===== config.mk =====
export PLATFORM = sky130hd
export DESIGN_NAME = rst_seq_ctrl
export DESIGN_NICKNAME = d
export VERILOG_FILES = /design/src/rtl/rst_seq_pkg.sv /design/src/rtl/rst_seq_cnt.sv /design/src/rtl/rst_seq_ctrl.sv
export SDC_FILE = /design/constraint.sdc
export NUM_CORES = 1
export LEC_CHECK = 0
export CAP_MARGIN = 20
export CORE_AREA = 10 10 81 135
export CTS_BUF_LIST = sky130_fd_sc_hd__clkbuf_2
export CTS_CLUSTER_DIAMETER = 200
export CTS_CLUSTER_SIZE = 28
export DETAILED_ROUTE_END_ITERATION = 12
export DIE_AREA = 0 0 91 145
export GPL_TIMING_DRIVEN = 0
export MAX_ROUTING_LAYER = met4
export PLACE_DENSITY = 0.51
export SYNTH_ARGS = -nofsm -noshare
export SYNTH_HDL_FRONTEND = slang
export SYNTH_SLANG_ARGS = --single-unit

===== constraint.sdc =====
create_clock -name clk_i -period 3.9 [get_ports clk_i]
set_input_delay 0.39 -clock clk_i [delete_from_list [all_inputs] [get_ports clk_i]]
set_output_delay 0.39 -clock clk_i [all_outputs]
set_load 0.02 [all_outputs]

===== src/rtl/rst_seq_pkg.sv =====
// -----------------------------------------------------------------------------
// rst_seq_pkg
// Shared types and helpers for the reset sequencer (rst_seq_ctrl).
//   rst_seq_state_e : sequencer phases HOLD -> WAIT -> RUN
//   delay_t         : default-width per-domain release delay
//   hold_cnt_w()    : width of the inline hold counter for a given hold length
//   HOLD_CNT_W      : hold counter width for the default hold length
// -----------------------------------------------------------------------------
package rst_seq_pkg;

  localparam int DELAY_W_DEF = 8;
  localparam int HOLD_CYCLES_DEF = 8;

  typedef enum logic [1:0] {
    HOLD = 2'd0,
    WAIT = 2'd1,
    RUN  = 2'd2
  } rst_seq_state_e;

  typedef logic [DELAY_W_DEF-1:0] delay_t;

  // The hold counter only has to reach HoldCycles-1, so log2 of the hold
  // length is enough; never narrower than one bit.
  function automatic int hold_cnt_w(input int hold_cycles);
    return (hold_cycles <= 2) ? 1 : $clog2(hold_cycles);
  endfunction

  localparam int HOLD_CNT_W = hold_cnt_w(HOLD_CYCLES_DEF);

endpackage


===== src/rtl/rst_seq_cnt.sv =====
// -----------------------------------------------------------------------------
// rst_seq_cnt
// Loadable down-counter used for the inter-domain release delay.
// Ports:
//   clk_i       in   clock
//   load_i      in   load load_val_i on the next edge (has priority)
//   load_val_i  in   value to load
//   dec_i       in   decrement on the next edge (ignored while loading)
//   value_o     out  current count
//   zero_o      out  count is zero
// The count is pure data: it is always loaded before it is consulted, so it
// carries no reset.
// -----------------------------------------------------------------------------
module rst_seq_cnt
  import rst_seq_pkg::*;
#(
  parameter int Width = DELAY_W_DEF
) (
  input  logic             clk_i,
  input  logic             load_i,
  input  logic [Width-1:0] load_val_i,
  input  logic             dec_i,
  output logic [Width-1:0] value_o,
  output logic             zero_o
);

  logic [Width-1:0] r_cnt;

  always_ff @(posedge clk_i) begin
    if (load_i) begin
      r_cnt <= load_val_i;
    end else if (dec_i) begin
      r_cnt <= r_cnt - 1'b1;
    end
  end

  assign value_o = r_cnt;
  assign zero_o  = (r_cnt == '0);

endmodule


===== src/rtl/rst_seq_ctrl.sv =====
// -----------------------------------------------------------------------------
// rst_seq_ctrl
// Reset sequencer feeding the per-domain reset generators. All domain resets
// are held for HoldCycles, then released one at a time in index order, each
// after its own programmable delay. A software request while fully released
// re-runs the sequence from the lowest requested domain upward.
//
// Optional build macro: RST_SEQ_TEST_BYPASS_EN
//   Adds test_mode_i; when high, dom_rst_no follows ~rst_i combinationally on
//   every domain and seq_done_o reads 1. The FSM keeps running underneath.
//
// Ports:
//   clk_i         in   clock
//   rst_i         in   synchronous active-high reset
//   test_mode_i   in   bypass select (only with RST_SEQ_TEST_BYPASS_EN)
//   cfg_we_i      in   delay register write strobe
//   cfg_idx_i     in   delay register index (out of range -> write dropped)
//   cfg_delay_i   in   delay value to write
//   sw_rst_req_i  in   per-domain software reset request (level)
//   dom_rst_no    out  active-low domain resets, registered
//   seq_busy_o    out  sequence in progress (HOLD or WAIT)
//   seq_done_o    out  all domains released (RUN)
// -----------------------------------------------------------------------------
module rst_seq_ctrl
  import rst_seq_pkg::*;
#(
  parameter int NumDomains   = 4,
  parameter int DelayWidth   = DELAY_W_DEF,
  parameter int HoldCycles   = HOLD_CYCLES_DEF,
  parameter int DefaultDelay = 2,
  localparam int IdxW        = $clog2(NumDomains)
) (
  input  logic                  clk_i,
  input  logic                  rst_i,
`ifdef RST_SEQ_TEST_BYPASS_EN
  input  logic                  test_mode_i,
`endif
  input  logic                  cfg_we_i,
  input  logic [IdxW-1:0]       cfg_idx_i,
  input  logic [DelayWidth-1:0] cfg_delay_i,
  input  logic [NumDomains-1:0] sw_rst_req_i,
  output logic [NumDomains-1:0] dom_rst_no,
  output logic                  seq_busy_o,
  output logic                  seq_done_o
);

  localparam int                HoldW    = hold_cnt_w(HoldCycles);
  localparam logic [HoldW-1:0]  HoldLast = HoldW'(HoldCycles - 1);
  localparam logic [IdxW-1:0]   LastIdx  = IdxW'(NumDomains - 1);

  // Lowest requested domain index.
  function automatic logic [IdxW-1:0] lowest_set(input logic [NumDomains-1:0] v);
    lowest_set = '0;
    for (int i = NumDomains - 1; i >= 0; i--) begin
      if (v[i]) lowest_set = IdxW'(i);
    end
  endfunction

  // Bits strictly below k stay released when a request restarts from k.
  function automatic logic [NumDomains-1:0] keep_mask(input logic [IdxW-1:0] k);
    keep_mask = '0;
    for (int i = 0; i < NumDomains; i++) begin
      if (i < int'(k)) keep_mask[i] = 1'b1;
    end
  endfunction

  rst_seq_state_e        r_state;
  logic                  r_settle;
  logic [IdxW-1:0]       r_start;
  logic [IdxW-1:0]       r_idx;
  logic [HoldW-1:0]      r_hold_cnt;
  logic [NumDomains-1:0] r_dom_rst_n;
  logic                  r_busy;
  logic                  r_done;
  logic [DelayWidth-1:0] r_delay [NumDomains];

  logic                  w_hold_exit;
  logic                  w_last;
  logic [IdxW-1:0]       w_next_idx;
  logic [IdxW-1:0]       w_req_low;
  logic                  w_cnt_load;
  logic                  w_cnt_dec;
  logic                  w_cnt_zero;
  logic [DelayWidth-1:0] w_cnt_val;
  logic [DelayWidth-1:0] w_load_val;

  // r_settle burns the first edge after rst_i drops so that the first
  // domain releases HoldCycles+1+delay edges after reset deassertion; a
  // software-requested restart enters HOLD already settled.
  assign w_hold_exit = (r_state == HOLD) && !r_settle && (r_hold_cnt == HoldLast);
  assign w_last      = (r_idx == LastIdx);
  assign w_next_idx  = r_idx + 1'b1;
  assign w_req_low   = lowest_set(sw_rst_req_i);

  // The delay is sampled only at load time, so rewriting the register that
  // is currently counting does not disturb the running wait.
  assign w_cnt_load  = w_hold_exit || ((r_state == WAIT) && w_cnt_zero && !w_last);
  assign w_load_val  = w_hold_exit ? r_delay[r_start] : r_delay[w_next_idx];
  assign w_cnt_dec   = (r_state == WAIT) && (w_cnt_val != '0);

  rst_seq_cnt #(
    .Width (DelayWidth)
  ) u_delay_cnt (
    .clk_i      (clk_i),
    .load_i     (w_cnt_load),
    .load_val_i (w_load_val),
    .dec_i      (w_cnt_dec),
    .value_o    (w_cnt_val),
    .zero_o     (w_cnt_zero)
  );

  // Delay registers: writable in any state, restored by rst_i.
  always_ff @(posedge clk_i) begin
    if (rst_i) begin
      for (int i = 0; i < NumDomains; i++) begin
        r_delay[i] <= DelayWidth'(DefaultDelay);
      end
    end else if (cfg_we_i && (32'(cfg_idx_i) < 32'(NumDomains))) begin
      r_delay[cfg_idx_i] <= cfg_delay_i;
    end
  end

  // Sequencer FSM with registered outputs.
  always_ff @(posedge clk_i) begin
    if (rst_i) begin
      r_state     <= HOLD;
      r_settle    <= 1'b1;
      r_start     <= '0;
      r_idx       <= '0;
      r_hold_cnt  <= '0;
      r_dom_rst_n <= '0;
      r_busy      <= 1'b1;
      r_done      <= 1'b0;
    end else begin
      case (r_state)
        HOLD: begin
          if (r_settle) begin
            r_settle <= 1'b0;
          end else if (r_hold_cnt == HoldLast) begin
            r_state <= WAIT;
            r_idx   <= r_start;
          end else begin
            r_hold_cnt <= r_hold_cnt + 1'b1;
          end
        end

        WAIT: begin
          if (w_cnt_zero) begin
            r_dom_rst_n[r_idx] <= 1'b1;
            if (w_last) begin
              r_state <= RUN;
              r_busy  <= 1'b0;
              r_done  <= 1'b1;
            end else begin
              r_idx <= w_next_idx;
            end
          end
        end

        RUN: begin
          // Requests are only honoured here; HOLD/WAIT ignore them.
          if (sw_rst_req_i != '0) begin
            r_dom_rst_n <= r_dom_rst_n & keep_mask(w_req_low);
            r_start     <= w_req_low;
            r_hold_cnt  <= '0;
            r_state     <= HOLD;
            r_busy      <= 1'b1;
            r_done      <= 1'b0;
          end
        end

        default: begin
          r_state <= HOLD;
          r_busy  <= 1'b1;
          r_done  <= 1'b0;
        end
      endcase
    end
  end

  assign seq_busy_o = r_busy;

`ifdef RST_SEQ_TEST_BYPASS_EN
  assign dom_rst_no = test_mode_i ? {NumDomains{~rst_i}} : r_dom_rst_n;
  assign seq_done_o = test_mode_i ? 1'b1 : r_done;
`else
  assign dom_rst_no = r_dom_rst_n;
  assign seq_done_o = r_done;
`endif

endmodule


== Yosys cells after proc, flatten, opt, wreduce, memory -nomap -nowiden ==
Memories as Yosys holds them, arrays and structs flattened. A register that Yosys moved wholly into a read port is not among the register bits.
Index checks and enable logic that the tools add are counted.

* Register bits after elaboration: 24
* Bits in writable memories: 32
* Input bits: 17
* Output and inout port bits: 6
* Memories: 1

{| class="wikitable"
|+ Memories
! name !! depth !! width !! read ports !! clocked after Yosys merged registers in !! wr ports !! RTL line !! text
|-
| r_delay || 4 || 8 || 2 || 1 || 4 || rst_seq_ctrl.sv:75 || <nowiki>logic [DelayWidth-1:0] r_delay [NumDomains];</nowiki>
|}

* $add $sub $neg: 3
* Magnitude comparators: 5
* Eq/ne operators: 11
* Multiplexer cells: 57
* Bitwise logic cells: 3
* Reductions and logical operators: 24

{| class="wikitable"
|+ Operator list
! operator !! number
|-
| 2-to-1 mux 2 bit || 16
|-
| 2-to-1 mux 8 bit || 4
|-
| 2-to-1 mux 1 bit || 25
|-
| inequality test 2 bit, second input constant || 6
|-
| AND reduction 5 bit || 2
|-
| 2-to-1 mux 3 bit || 3
|-
| logical NOT 8 bit || 1
|-
| 2-to-1 mux 4 bit || 2
|-
| case mux 4 bit (2 select lines) || 1
|-
| AND reduction 4 bit || 2
|-
| nonzero test 2 bit || 4
|-
| nonzero test 8 bit || 1
|-
| OR reduction 8 bit || 1
|-
| subtractor 8 x 1 -> 8 bit, second input constant || 1
|-
| logical AND 1 bit || 6
|-
| case mux 1 bit (3 select lines) || 2
|-
| case mux 2 bit (3 select lines) || 1
|-
| case mux 3 bit (2 select lines) || 1
|-
| AND 4 x 3 -> 4 bit || 1
|-
| == test 2 bit, second input constant || 2
|-
| less-than comparator 1 x 2 -> 1 bit, first input constant || 2
|-
| bitwise OR 4 bit || 1
|-
| case mux 2 bit (2 select lines) || 1
|-
| nonzero test 4 bit || 1
|-
| other kinds (15) || 16
|}

== Depth between registers and ports, before layout ==
Gate-level depths: netlist of the first run.

* Depth after elaboration: 12
* Gate-level depth with buffers: 7
* Depth with buffers taken out: 6

== Modules after synthesis ==
Synthesis of the first run repeated with hierarchy kept, for this count alone.

* Cells, all modules: 244
* Area total of the unflattened synthesis: 3108.0 um^2

{| class="wikitable"
|+ By module, submodules not included
! module !! times used !! cells an instance !! area an instance (um^2)
|-
| rst_seq_ctrl || 1 || 198 || 2631.3
|-
| rst_seq_cnt || 1 || 46 || 476.7
|}

== Worst setup path before layout of the first run ==
OpenSTA, ideal clock, no wires.

* Path kind: reg2reg
* Start point: register r_idx[0]
* End point: register u_delay_cnt.r_cnt[4], in the netlist u_delay_cnt.value_o[4], data pin
* Arrival time: 1.855 ns
* Required time: 3.630 ns
* Slack: 1.775 ns
* Cell stages (with the launch flop): 8
* Cells stage by stage: dfxtp_1 buf_2 inv_1 ha_1 buf_1 mux4_2 mux2i_1 a21oi_1

* Word-level cells in the longest chain between the ends: 5
* Elaborated cells on any way between the ends: 8

{| class="wikitable"
|+ RTL lines
! item !! RTL line !! text
|-
| from (decl) || rst_seq_ctrl.sv:70 || <nowiki>logic [IdxW-1:0] r_idx;</nowiki>
|-
| from (signal assigned) || rst_seq_ctrl.sv:141 || <nowiki>r_idx <= r_start;</nowiki>
|-
| from (signal assigned) || rst_seq_ctrl.sv:155 || <nowiki>r_idx <= w_next_idx;</nowiki>
|-
| parallel branches: the longest is 4 deep, another holds memory (4 x 8 bit) || n/a ||
|-
| 2-to-1 mux 8 bit (*) || rst_seq_cnt.sv:30 || <nowiki>if (load_i) begin</nowiki>
|-
| to (signal assigned) || rst_seq_cnt.sv:31 || <nowiki>r_cnt <= load_val_i;</nowiki>
|-
| to (signal assigned) || rst_seq_cnt.sv:33 || <nowiki>r_cnt <= r_cnt - 1'b1;</nowiki>
|-
| to (decl) || rst_seq_cnt.sv:27 || <nowiki>logic [Width-1:0] r_cnt;</nowiki>
|}

Every way passes the cells marked *.
A chain may end at the register's enable or synchronous reset.

== Final worst setup path of the first run ==
* Start point: register r_idx[0]
* End point: register u_delay_cnt.r_cnt[7], in the netlist u_delay_cnt.value_o[7], data pin

Same word-level chain as after synthesis.

==> out/metrics.yaml, run 1 <==
outcome:
  status: "completed"
critical_path:
  cp-endpoint: "u_delay_cnt.value_o[7]$_DFFE_PP_"
  start_kind: "flop"
  startpoint: "r_idx[0]$_SDFFE_PP0P_"
  cp.depth: 7
  crit_buf_inv: 3
  reg2reg_slack_ps: 1290
  crit_chain: "buf_2, inv_1, ha_1, buf_1, mux4_2, o22ai_1, a21oi_1"
  r2r-start: "r_idx[0]$_SDFFE_PP0P_"
  cp_data_required_time_ps: 4170
  crit_fanout: 10
  max_stage_delay_ps: 450
  r2r-end: "u_delay_cnt.value_o[7]$_DFFE_PP_"
  reg2regPathDepth: 7
  crit_family: "buffers and inverters"
  arrival_ps: 2880
  crit_path_top_delay_cell: "dfxtp_1"
  cp-end-kind: "flop"
  crit_type: "flop to flop"
detailed_routing:
  vias_per_cell: 4.90
  dr.first_iter.drc_count: 75
  drc: 0
  wirelength_um: 6200
  postRouteAntennaNets: 0
  wl_per_cell_um: 15.9
  vias: 1907
  first_pass_iters: 4
sta:
  min_period_ps: 2610
  finalMaxSlewViolations: 0
  rsz0062_at_grt: "false"
  post-route-period-util: 0.668
  setup_violations: 0
  setup_slack_ps: 1290
  fin_setup_tns_ps: 0
  max_slew_margin: 0.375
  hold_viol_final: 0
  skew_ps: 35.6
  worstMarginPinSlew_ps: 935
  timing.fmax_ghz: 0.384
flow_run:
  maxCapViolations: 0
die:
  start_util: 0.338
  core-area_um2: 8670
  ios: 23
  die-area_um2: 13200
  die_h_um: 145
  die_x_um: 91
  fp-row-count: 45
power:
  peakVddDrop_v: 0.000191
  power_leakage_nw: 1.18
  power_density_nw_per_um2: 371
cts:
  cts_buffer_depth: 2
  cts_buffers: 9
  clkSinkCount: 58
  ctsHoldBuffers: 0
  clk_pin_slew_worst_paths_ps: 190
  clk_latency_ps: 530
  cts_setup_buffers: 0
  root_buffer: "clkbuf_2"
  h-tree-depth: 3
  tritoncts: "built"
  cts_resized: 0
finish:
  fin_cells: 389
  drive_gt1_frac: 0.162
  finish.net_count: 291
  areaGrowthSynthToFinish_pct: 17.9
  fin_util: 0.399
  multiInputGateArea_um2: 1290
  fillers: 875
  regArea_um2: 1560
global_route:
  grt_start_max_net_pins: 11
  antenna_found_initial: 1
  grt_usage: 0.105
  grt_pass1_wl_um: 10700
  grt_pass1_vias: 2127
  grt-ovfl-total: 0
yosys:
  synth_top_family_by_area: "simple AND/OR/NAND/NOR gates"
  synth.avg_cell_area_um2: 12.6
  yosys.area_share.adder: 0.0341
  synth_seq_cells: 58
  synthCells: 233
  synthDistinctLibCells: 45
  synthesis.nets: 258
  synthMuxAreaShare: 0.130
  synth_compound_area_frac: 0.0943
  yosys_warnings: 0
  synthesis.area_um2: 2930
  async_reset_ff_frac: 0
  yosysSeqAreaShare: 0.532
  synth_ff_type: "edfxtp_1"
  synth-xor-area-share: 0.00896
  yosys.area_share.simple: 0.174
  synth_edf_count: 40
place:
  io_buffer_count: 22
  dp_cells: 372
  hpwl_um: 4850
  gp_congestion: 0.741
  post-place-ws_ps: 1260
min_path:
  hp-class: "flop to flop"
-- stage by stage --
stage | cell area (um2) | power, mW | hold slack, ps
after floorplan | 2930 | 0.748 | 444
after global placement | 3300 | 0.782 | 443
after detailed placement | 3300 | 0.785 | 448
after CTS | 3450 | 1.30 | 470
after global routing | 3460 | 1.33 | 485
final | 3460 | 1.28 | 467
-- sequential cells by signal, indices dropped and copies added (netlist names), named ones only --
signal               count
seq_done_o               1
r_settle                 1
r_state                  2
r_hold_cnt               3
r_start                  2
u_delay_cnt.value_o      8
seq_busy_o               1
r_delay                 32
r_idx                    2
dom_rst_no               4
-- worst register-to-register path, delay by kind of cell (launching register included) --
| kind | cells | cell delay, ps |
|---|---|---|
| buffers and inverters | 3 | 940 |
| AOI/OAI and AO/OA | 2 | 260 |
| adders and majority gates | 1 | 300 |
| muxes | 1 | 410 |
| DFF | 1 | 450 |
-- worst min path at each step --
stage                            start                         end  slack (ps)  cells past startpoint
2_1_floorplan  r_start[1]$_SDFFE_PP0P_                        flop         440                      2
3_3_place_gp   seq_done_o$_SDFFE_PP0P_     seq_done_o$_SDFFE_PP0P_         440                      2
3_5_place_dp   seq_done_o$_SDFFE_PP0P_     seq_done_o$_SDFFE_PP0P_         450                      2
4_1_cts        seq_done_o$_SDFFE_PP0P_     seq_done_o$_SDFFE_PP0P_         470                      2
5_1_grt                sw_rst_req_i[0]  dom_rst_no[0]$_SDFFE_PP0P_         490                      2
6_report       seq_done_o$_SDFFE_PP0P_     seq_done_o$_SDFFE_PP0P_         470                      2
-- synthesized netlist by cell type, drive strengths merged, types with 4 or more instances --
| library cell | number | share of area |
|---|---|---|
| ha | 8 | 0.034 |
| and2 | 28 | 0.060 |
| o22ai | 5 | 0.011 |
| inv | 8 | 0.010 |
| nand2b | 8 | 0.017 |
| mux4 | 16 | 0.12 |
| edfxtp | 40 | 0.41 |
| o21ai | 8 | 0.014 |
| clkbuf | 5 | 0.0064 |
| buf | 6 | 0.0098 |
| nand2 | 6 | 0.0077 |
| nor3b | 4 | 0.010 |
| nor2b | 4 | 0.0085 |
| a21oi | 14 | 0.024 |
| nor2 | 11 | 0.014 |
| dfxtp | 18 | 0.12 |
| nand3 | 4 | 0.0068 |
-- per-layer routing --
metal | global-route usage | vias to the layer above | wire length, um
li1 | - | 951 | -
met1 | 0.0948 | 917 | 2250
met2 | 0.191 | 26 | 3600
met3 | 0.0273 | 13 | 169
met4 | 0.0598 | 0 | 178
met5 | - | - | 0
-- kinds of logic (layout without fill, tap and decap cells) --
logic type / count (synthesis) / count (layout)
AOI/OAI and AO/OA: 44 / 44
xor gates and xnor gates: 3 / 3
adders and majority gates: 8 / 8
buffers and inverters: 19 / 57
DFF: 58 / 58
muxes: 18 / 18
other: 0 / 1
and+or+nand+nor: 83 / 83
-- cell usage in the layout (no fill, tap or decap), types with 2 or more instances in the layout --
| master | instances |
|---|---|
| a211oi_1 | 3 |
| a21o_1 | 2 |
| a21oi_1 | 14 |
| a221oi_1 | 2 |
| a22oi_1 | 2 |
| a31oi_1 | 2 |
| and2_1 | 28 |
| buf_2 | 5 |
| bufinv_16 | 3 |
| clkbuf_1 | 5 |
| clkbuf_2 | 10 |
| clkdlybuf4s50_1 | 22 |
| clkinv_1 | 2 |
| dfxtp_1 | 18 |
| edfxtp_1 | 40 |
| ha_1 | 8 |
| inv_1 | 8 |
| mux2i_1 | 2 |
| mux4_2 | 16 |
| nand2_1 | 6 |
| nand2b_1 | 8 |
| nand3_1 | 4 |
| nor2_1 | 11 |
| nor2b_1 | 4 |
| nor3b_1 | 4 |
| nor4_1 | 2 |
| o21ai_0 | 8 |
| o22ai_1 | 5 |
| o31ai_1 | 2 |
| or2_2 | 3 |
| or3_1 | 2 |
| xnor2_1 | 2 |
-- cell type report --
cell class	instances	share of cell area
multi-input cells	156	0.374
well taps	117	0.0423
flip-flops and latches	58	0.452
plain buffers	11	0.0138
repair buffers	22	0.0637
inverters	8	0.00869
clock buffers	10	0.0145
diodes	1	0.000724
clock inverters	6	0.0304
-- where the power goes --
group / internal, mW / switching (mW)
clock: 0.275 / 0.237
sequential: 0.685 / 0.0138
combinational: 0.0410 / 0.0308
Power figures use the tool's default switching activity.
==> run 2, diff against run 1 <==
- PLACE_DENSITY: 0.51 -> 0.53
- clock period: 3.9 -> 2.2 ns (I/O delays scaled with it)
==> out/metrics.yaml, run 2 (synthesized netlist as in run 1, its figures left out) <==
detailed_routing:
  drc: 0  # unchanged
  dr.first_iter.drc_count: 89  # was 75
  wl_per_cell_um: 15.6  # was 15.9 um
  vias: 1908  # was 1,907
  first_pass_iters: 4  # unchanged
  postRouteAntennaNets: 0  # unchanged
  wirelength_um: 6040  # was 6200 um
  vias_per_cell: 4.92  # was 4.90
power:
  peakVddDrop_v: 0.000377  # was 0.000191 V
  power_density_nw_per_um2: 650  # was 371 nW/um2
  power_frac_seq: 0.546  # was 0.545
  p_clk_frac: 0.398  # was 0.399
  comb_power_share: 0.056  # about the same
  swShare: 0.216  # was 0.220
  switching_power_mw: 0.489  # was 0.281 mW
  design_power_total_mw: 2.27  # was 1.28 mW
  intPower_mw: 1.78  # was 1.00 mW
  power_leakage_nw: 1.19  # was 1.18 nW
die:
  core-area_um2: 8670  # unchanged
  ios: 23  # unchanged
  fp-row-count: 45  # unchanged
  start_util: 0.338  # unchanged
  die-area_um2: 13200  # unchanged
  die_x_um: 91  # unchanged
  die_h_um: 145  # unchanged
critical_path:
  arrival_ps: 2270  # was 2880 ps
  start_kind: "flop"  # unchanged
  max_stage_delay_ps: 460  # was 450 ps
  cp-end-kind: "flop"  # unchanged
  crit_chain: "buf_6, inv_1, ha_4, mux4_2, o22ai_1, a21oi_1"  # was buf_2, inv_1, ha_1, buf_1, mux4_2, o22ai_1, a21oi_1
  crit_fanout: 10  # unchanged
  crit_path_top_delay_cell: "dfxtp_1"  # unchanged
  cp_data_required_time_ps: 2440  # was 4170 ps
  crit_type: "flop to flop"  # unchanged
finish:
  finish.net_count: 290  # was 291
  areaGrowthSynthToFinish_pct: 19.0  # was 17.9%
  final_cell_mix: "40 x edfxtp_1, 28 x and2_1, 22 x clkdlybuf4s50_1"  # unchanged
  regMostFlops: "r_delay"  # unchanged
  stdcell_area_um2: 3490  # was 3460 um2
  drive_gt1_frac: 0.185  # was 0.162
  layout.cells.most_common: "edfxtp_1"  # unchanged
  largest_register_ff_count: 32  # unchanged
flow_run:
  maxCapViolations: 0  # unchanged
sta:
  post-route-period-util: 0.924  # was 0.668
  worstMarginPinSlew_ps: 944  # was 935 ps
  finalMaxSlewViolations: 0  # unchanged
  hold_viol_final: 0  # unchanged
  min_period_ps: 2030  # was 2610 ps
  setup_violations: 0  # unchanged
  timing.fmax_ghz: 0.492  # was 0.384 GHz
  skew_ps: 25.3  # was 35.6 ps
  rsz0062_at_grt: "false"  # unchanged
  max_slew_margin: 0.366  # was 0.375
place:
  placed_area_um2: 3300  # unchanged
  io_buffer_count: 22  # unchanged
  gp_congestion: 0.730  # was 0.741
  hpwl_um: 4800  # was 4850 um
cts:
  clkSinkCount: 58  # unchanged
  clk_latency_ps: 510  # was 530 ps
  h-tree-depth: 3  # unchanged
  cts_buffers: 9  # unchanged
  clk_pin_slew_worst_paths_ps: 180  # was 190 ps
  cts_setup_buffers: 0  # unchanged
  root_buffer: "clkbuf_2"  # unchanged
  tritoncts: "built"  # unchanged
  cts_buffer_depth: 2  # unchanged
global_route:
  grt_pass1_vias: 2049  # was 2,127
  grt_usage: 0.102  # was 0.105
  grt_start_max_net_pins: 12  # was 11
  grt-ovfl-total: 0  # unchanged
  antenna_found_initial: 1  # unchanged
  grt_pass1_wl_um: 10400  # was 10,700 um
min_path:
  hp-class: "input pin to flop"  # was flop to flop
outcome:
  status: "completed"  # unchanged
-- run 2: cell count changes in the layout (fill, tap and decap cells not counted), sizes merged --
| cell | before | now |
|---|---|---|
| buf | 6 | 5 |
| clkinvlp | 1 | 0 |
| clkinv | 2 | 1 |
| inv | 8 | 10 |
-- run 2: path summary, 6_finish.rpt --
| kind | cells past startpoint | end | slack [ps] | from |
|---|---|---|---|---|
| worst max register to register | 6 | u_delay_cnt.value_o[7]$_DFFE_PP_ | 170 | r_idx[0]$_SDFFE_PP0P_ |
| worst min-delay path | 2 | dom_rst_no[2]$_SDFFE_PP0P_ | 360 | sw_rst_req_i[2] |
| worst min register to register | 2 | seq_done_o$_SDFFE_PP0P_ | 470 | seq_done_o$_SDFFE_PP0P_ |
| worst max-delay path | 6 | u_delay_cnt.value_o[7]$_DFFE_PP_ | 170 | r_idx[0]$_SDFFE_PP0P_ |
-- run 2: cell type report --
class / instances / area, um2
multi-input cells: 156 / 1320
clock inverters: 6 / 105
repair buffers: 22 / 220
inverters: 8 / 30.0
plain buffers: 10 / 51.3
clock buffers: 10 / 50.0
flip-flops and latches: 58 / 1560
fillers: 875 / 5180
diodes: 1 / 2.50
well taps: 117 / 146
-- run 2: timing repair --
item / 4_1_cts / 5_1_grt
hold buffers: 0 / 0
endpoints found under the hold margin: 0 / 0
pin swaps: 0 / 0
endpoints found under the setup margin: 9 / 17
resized for setup: 3 / 6
-- run 2: per-layer routing --
metal / global-route usage / routed length, um / vias to the layer above
met5: - / 0 / -
met4: 0.0622 / 167 / 0
met3: 0.0206 / 122 / 13
met2: 0.191 / 3650 / 25
met1: 0.0879 / 2100 / 918
li1: - / - / 952
-- run 2: critical path, delay by kind of cell, from the launching register on --
family / cells / cell delay [ps]
adders and majority gates: 1 / 370
buffers and inverters: 2 / 340
DFF: 1 / 460
AOI/OAI and AO/OA: 2 / 250
muxes: 1 / 330
-- run 2: power groups by stage --
| stage | registers (mW) | logic (mW) | clock network (mW) |
|---|---|---|---|
| after floorplan | 1.25 | 0.0738 | 0 |
| after global placement | 1.26 | 0.128 | 0 |
| after global routing | 1.24 | 0.142 | 0.970 |
| final | 1.24 | 0.128 | 0.902 |
| after CTS | 1.24 | 0.131 | 0.922 |
| after detailed placement | 1.26 | 0.130 | 0 |
-- run 2: metrics by stage --
stage          TNS, ps  worst slack (ps)  std cells  hold WS [ps]   util
3_3_place_gp     -6620              -402        372           446  0.381
6_report             0               168        388           362  0.402
3_5_place_dp     -7400              -467        372           450  0.381
5_1_grt              0              24.8        388           334  0.402
4_1_cts              0              4.75        387           324  0.400
2_1_floorplan        0              74.6        233           316      -
==> run 3, diff against run 2 <==
--- a/config.mk
+++ b/config.mk
@@ -7,13 +7,13 @@
 export LEC_CHECK = 0
 export CAP_MARGIN = 20
-export CORE_AREA = 10 10 81 135
+export CORE_AREA = 2 2 68 119
 export CTS_BUF_LIST = sky130_fd_sc_hd__clkbuf_2
 export CTS_CLUSTER_DIAMETER = 200
 export CTS_CLUSTER_SIZE = 28
 export DETAILED_ROUTE_END_ITERATION = 12
-export DIE_AREA = 0 0 91 145
+export DIE_AREA = 0 0 70 121
 export GPL_TIMING_DRIVEN = 0
 export MAX_ROUTING_LAYER = met4
-export PLACE_DENSITY = 0.53
+export PLACE_DENSITY = 0.59
 export SYNTH_ARGS = -nofsm -noshare
 export SYNTH_HDL_FRONTEND = slang
==> constraint.sdc (replaced) <==
create_clock -name clk_i -period 2.2 [get_ports clk_i]
set_input_delay 0.22 -clock clk_i [delete_from_list [all_inputs] [get_ports clk_i]]
set_output_delay 0.22 -clock clk_i [all_outputs]
set_load 0.01 [all_outputs]
==> out/metrics.yaml, run 3 (synthesized netlist as in run 1, its figures left out) <==
power:
  swShare: 0.227  # was 0.216
  peakVddDrop_v: 0.000367  # was 0.000377 V
  comb_power_share: 0.060  # was 0.056
  intPower_mw: 1.65  # was 1.78 mW
  switching_power_mw: 0.483  # was 0.489 mW
  p_clk_frac: 0.361  # was 0.398
  power_density_nw_per_um2: 622  # was 650 nW/um2
  power_frac_seq: 0.580  # was 0.546
  power_leakage_nw: 1.17  # was 1.19 nW
place:
  hpwl_um: 4460  # was 4800 um
  dp_cells: 343  # was 372
  placed_area_um2: 3260  # was 3300 um2
  gp_congestion: 0.746  # was 0.730
  io_buffer_count: 22  # unchanged
finish:
  layout.cells.most_common: "edfxtp_1"  # unchanged
  stdcell_area_um2: 3430  # was 3490 um2
  multiInputGateArea_um2: 1330  # was 1320 um2
  regArea_um2: 1560  # unchanged
  fin_cells: 359  # was 388
  areaGrowthSynthToFinish_pct: 16.9  # was 19.0%
  finish.net_count: 290  # unchanged
  drive_gt1_frac: 0.178  # was 0.185
  largest_register_ff_count: 32  # unchanged
  final_cell_mix: "40 x edfxtp_1, 28 x and2_1, 22 x clkdlybuf4s50_1"  # unchanged
  regMostFlops: "r_delay"  # unchanged
  fillers: 718  # was 875
sta:
  hold_viol_final: 0  # unchanged
  skew_ps: 25.7  # was 25.3 ps
  worstMarginPinSlew_ps: 927  # was 944 ps
  timing.fmax_ghz: 0.487  # was 0.492 GHz
  finalMaxSlewViolations: 0  # unchanged
  setup_violations: 0  # unchanged
  whs_ps: 358  # was 362 ps
  post-route-period-util: 0.933  # was 0.924
  max_slew_margin: 0.380  # was 0.366
  min_period_ps: 2050  # was 2030 ps
detailed_routing:
  vias_per_cell: 5.34  # was 4.92
  wl_per_cell_um: 16.2  # was 15.6 um
  drc: 0  # unchanged
  first_pass_iters: 4  # unchanged
  wirelength_um: 5810  # was 6040 um
  dr.first_iter.drc_count: 68  # was 89
  postRouteAntennaNets: 0  # unchanged
  vias: 1918  # was 1,908
cts:
  h-tree-depth: 3  # unchanged
  clk_pin_slew_worst_paths_ps: 170  # was 180 ps
  clkSinkCount: 58  # unchanged
  clk_latency_ps: 510  # about the same
  cts_buffer_depth: 2  # unchanged
  cts_buffers: 9  # unchanged
  root_buffer: "clkbuf_2"  # unchanged
  tritoncts: "built"  # unchanged
  cts_setup_buffers: 0  # unchanged
die:
  die-area_um2: 8470  # was 13,200 um2
  start_util: 0.393  # was 0.338
  ios: 23  # unchanged
  die_h_um: 121  # was 145 um
  die_x_um: 70  # was 91 um
  fp-row-count: 42  # was 45
  core-area_um2: 7460  # was 8670 um2
global_route:
  grt_pass1_wl_um: 9540  # was 10,400 um
  grt-ovfl-total: 0  # unchanged
  grt_start_max_net_pins: 11  # was 12
  grt_pass1_vias: 2042  # was 2,049
  antenna_found_initial: 1  # unchanged
  grt_usage: 0.155  # was 0.102
critical_path:
  r2r-start: "r_hold_cnt[0]$_SDFFE_PP0P_"  # was r_idx[0]$_SDFFE_PP0P_
  cp_data_required_time_ps: 2450  # was 2440 ps
  reg2regPathDepth: 6  # unchanged
  r2r-end: "u_delay_cnt.value_o[1]$_DFFE_PP_"  # was u_delay_cnt.value_o[7]$_DFFE_PP_
  arrival_ps: 2310  # was 2270 ps
  crit_type: "flop to flop"  # unchanged
  start_kind: "flop"  # unchanged
  reg2reg_slack_ps: 150  # was 170 ps
  cp-end-kind: "flop"  # unchanged
  crit_fanout: 10  # unchanged
min_path:
  min_path_cells: 2  # unchanged
  hp-class: "input pin to flop"  # unchanged
  min_to: "dom_rst_no[0]$_SDFFE_PP0P_"  # was dom_rst_no[2]$_SDFFE_PP0P_
  holdCritStartpoint: "sw_rst_req_i[0]"  # was sw_rst_req_i[2]
flow_run:
  maxCapViolations: 0  # unchanged
outcome:
  status: "completed"  # unchanged
run 3: critical path, cell delays in order, from the launching register on:
cell	delay, ps
dfxtp_1	380
ha_1	170
ha_1	190
or4b_1	510
clkbuf_2	240
o22ai_1	250
a21oi_1	60
run 3: timing repair:
action / in CTS / in global routing
resized for setup: 3 / 6
hold buffers: 0 / 0
cloned: 0 / 0
setup endpoints to repair: 14 / 9
run 3: routing by layer:
layer	wire length, um	vias up	GRT usage
li1	-	950	-
met3	191	18	0.0532
met5	0	-	-
met1	1980	919	0.121
met2	3440	31	0.299
met4	203	0	0.0829
run 3: how the worst max path moves through the flow:
stage,cells after the start,from,slack (ps),to
after floorplan,7,r_idx[0]$_SDFFE_PP0P_,70,u_delay_cnt.value_o[4]$_DFFE_PP_
after global placement,7,r_idx[0]$_SDFFE_PP0P_,-350,u_delay_cnt.value_o[1]$_DFFE_PP_
after detailed placement,7,r_idx[0]$_SDFFE_PP0P_,-360,u_delay_cnt.value_o[1]$_DFFE_PP_
after CTS,7,u_delay_cnt.value_o[0]$_DFFE_PP_,20,u_delay_cnt.value_o[4]$_DFFE_PP_
after global routing,6,r_idx[0]$_SDFFE_PP0P_,-10,u_delay_cnt.value_o[1]$_DFFE_PP_
final,6,r_hold_cnt[0]$_SDFFE_PP0P_,150,u_delay_cnt.value_o[1]$_DFFE_PP_
run 3: layout make-up:
cell class,instances,share of cell area
repair buffers,22,0.0643
plain buffers,10,0.0139
diodes,1,0.000730
well taps,88,0.0321
clock inverters,7,0.0245
multi-input cells,156,0.387
inverters,8,0.00876
clock buffers,9,0.0131
flip-flops and latches,58,0.456
run 3: power groups by stage:
stage / sequential [mW] / combinational, mW / clock [mW]
floorplan: 1.25 / 0.0738 / 0
detailed placement: 1.26 / 0.130 / 0
CTS: 1.24 / 0.130 / 0.782
global placement: 1.26 / 0.127 / 0
finish: 1.24 / 0.127 / 0.769
global route: 1.24 / 0.139 / 0.829
run 3: through the flow:
stage | setup TNS [ps] | util | setup slack, ps | power [mW]
after floorplan | 0 | - | 74.6 | 1.33
after global placement | -5950 | 0.437 | -349 | 1.38
after detailed placement | -6320 | 0.437 | -361 | 1.39
after CTS | 0 | 0.455 | 21.0 | 2.15
after global routing | -10.2 | 0.459 | -10.2 | 2.21
final | 0 | 0.459 | 146 | 2.13
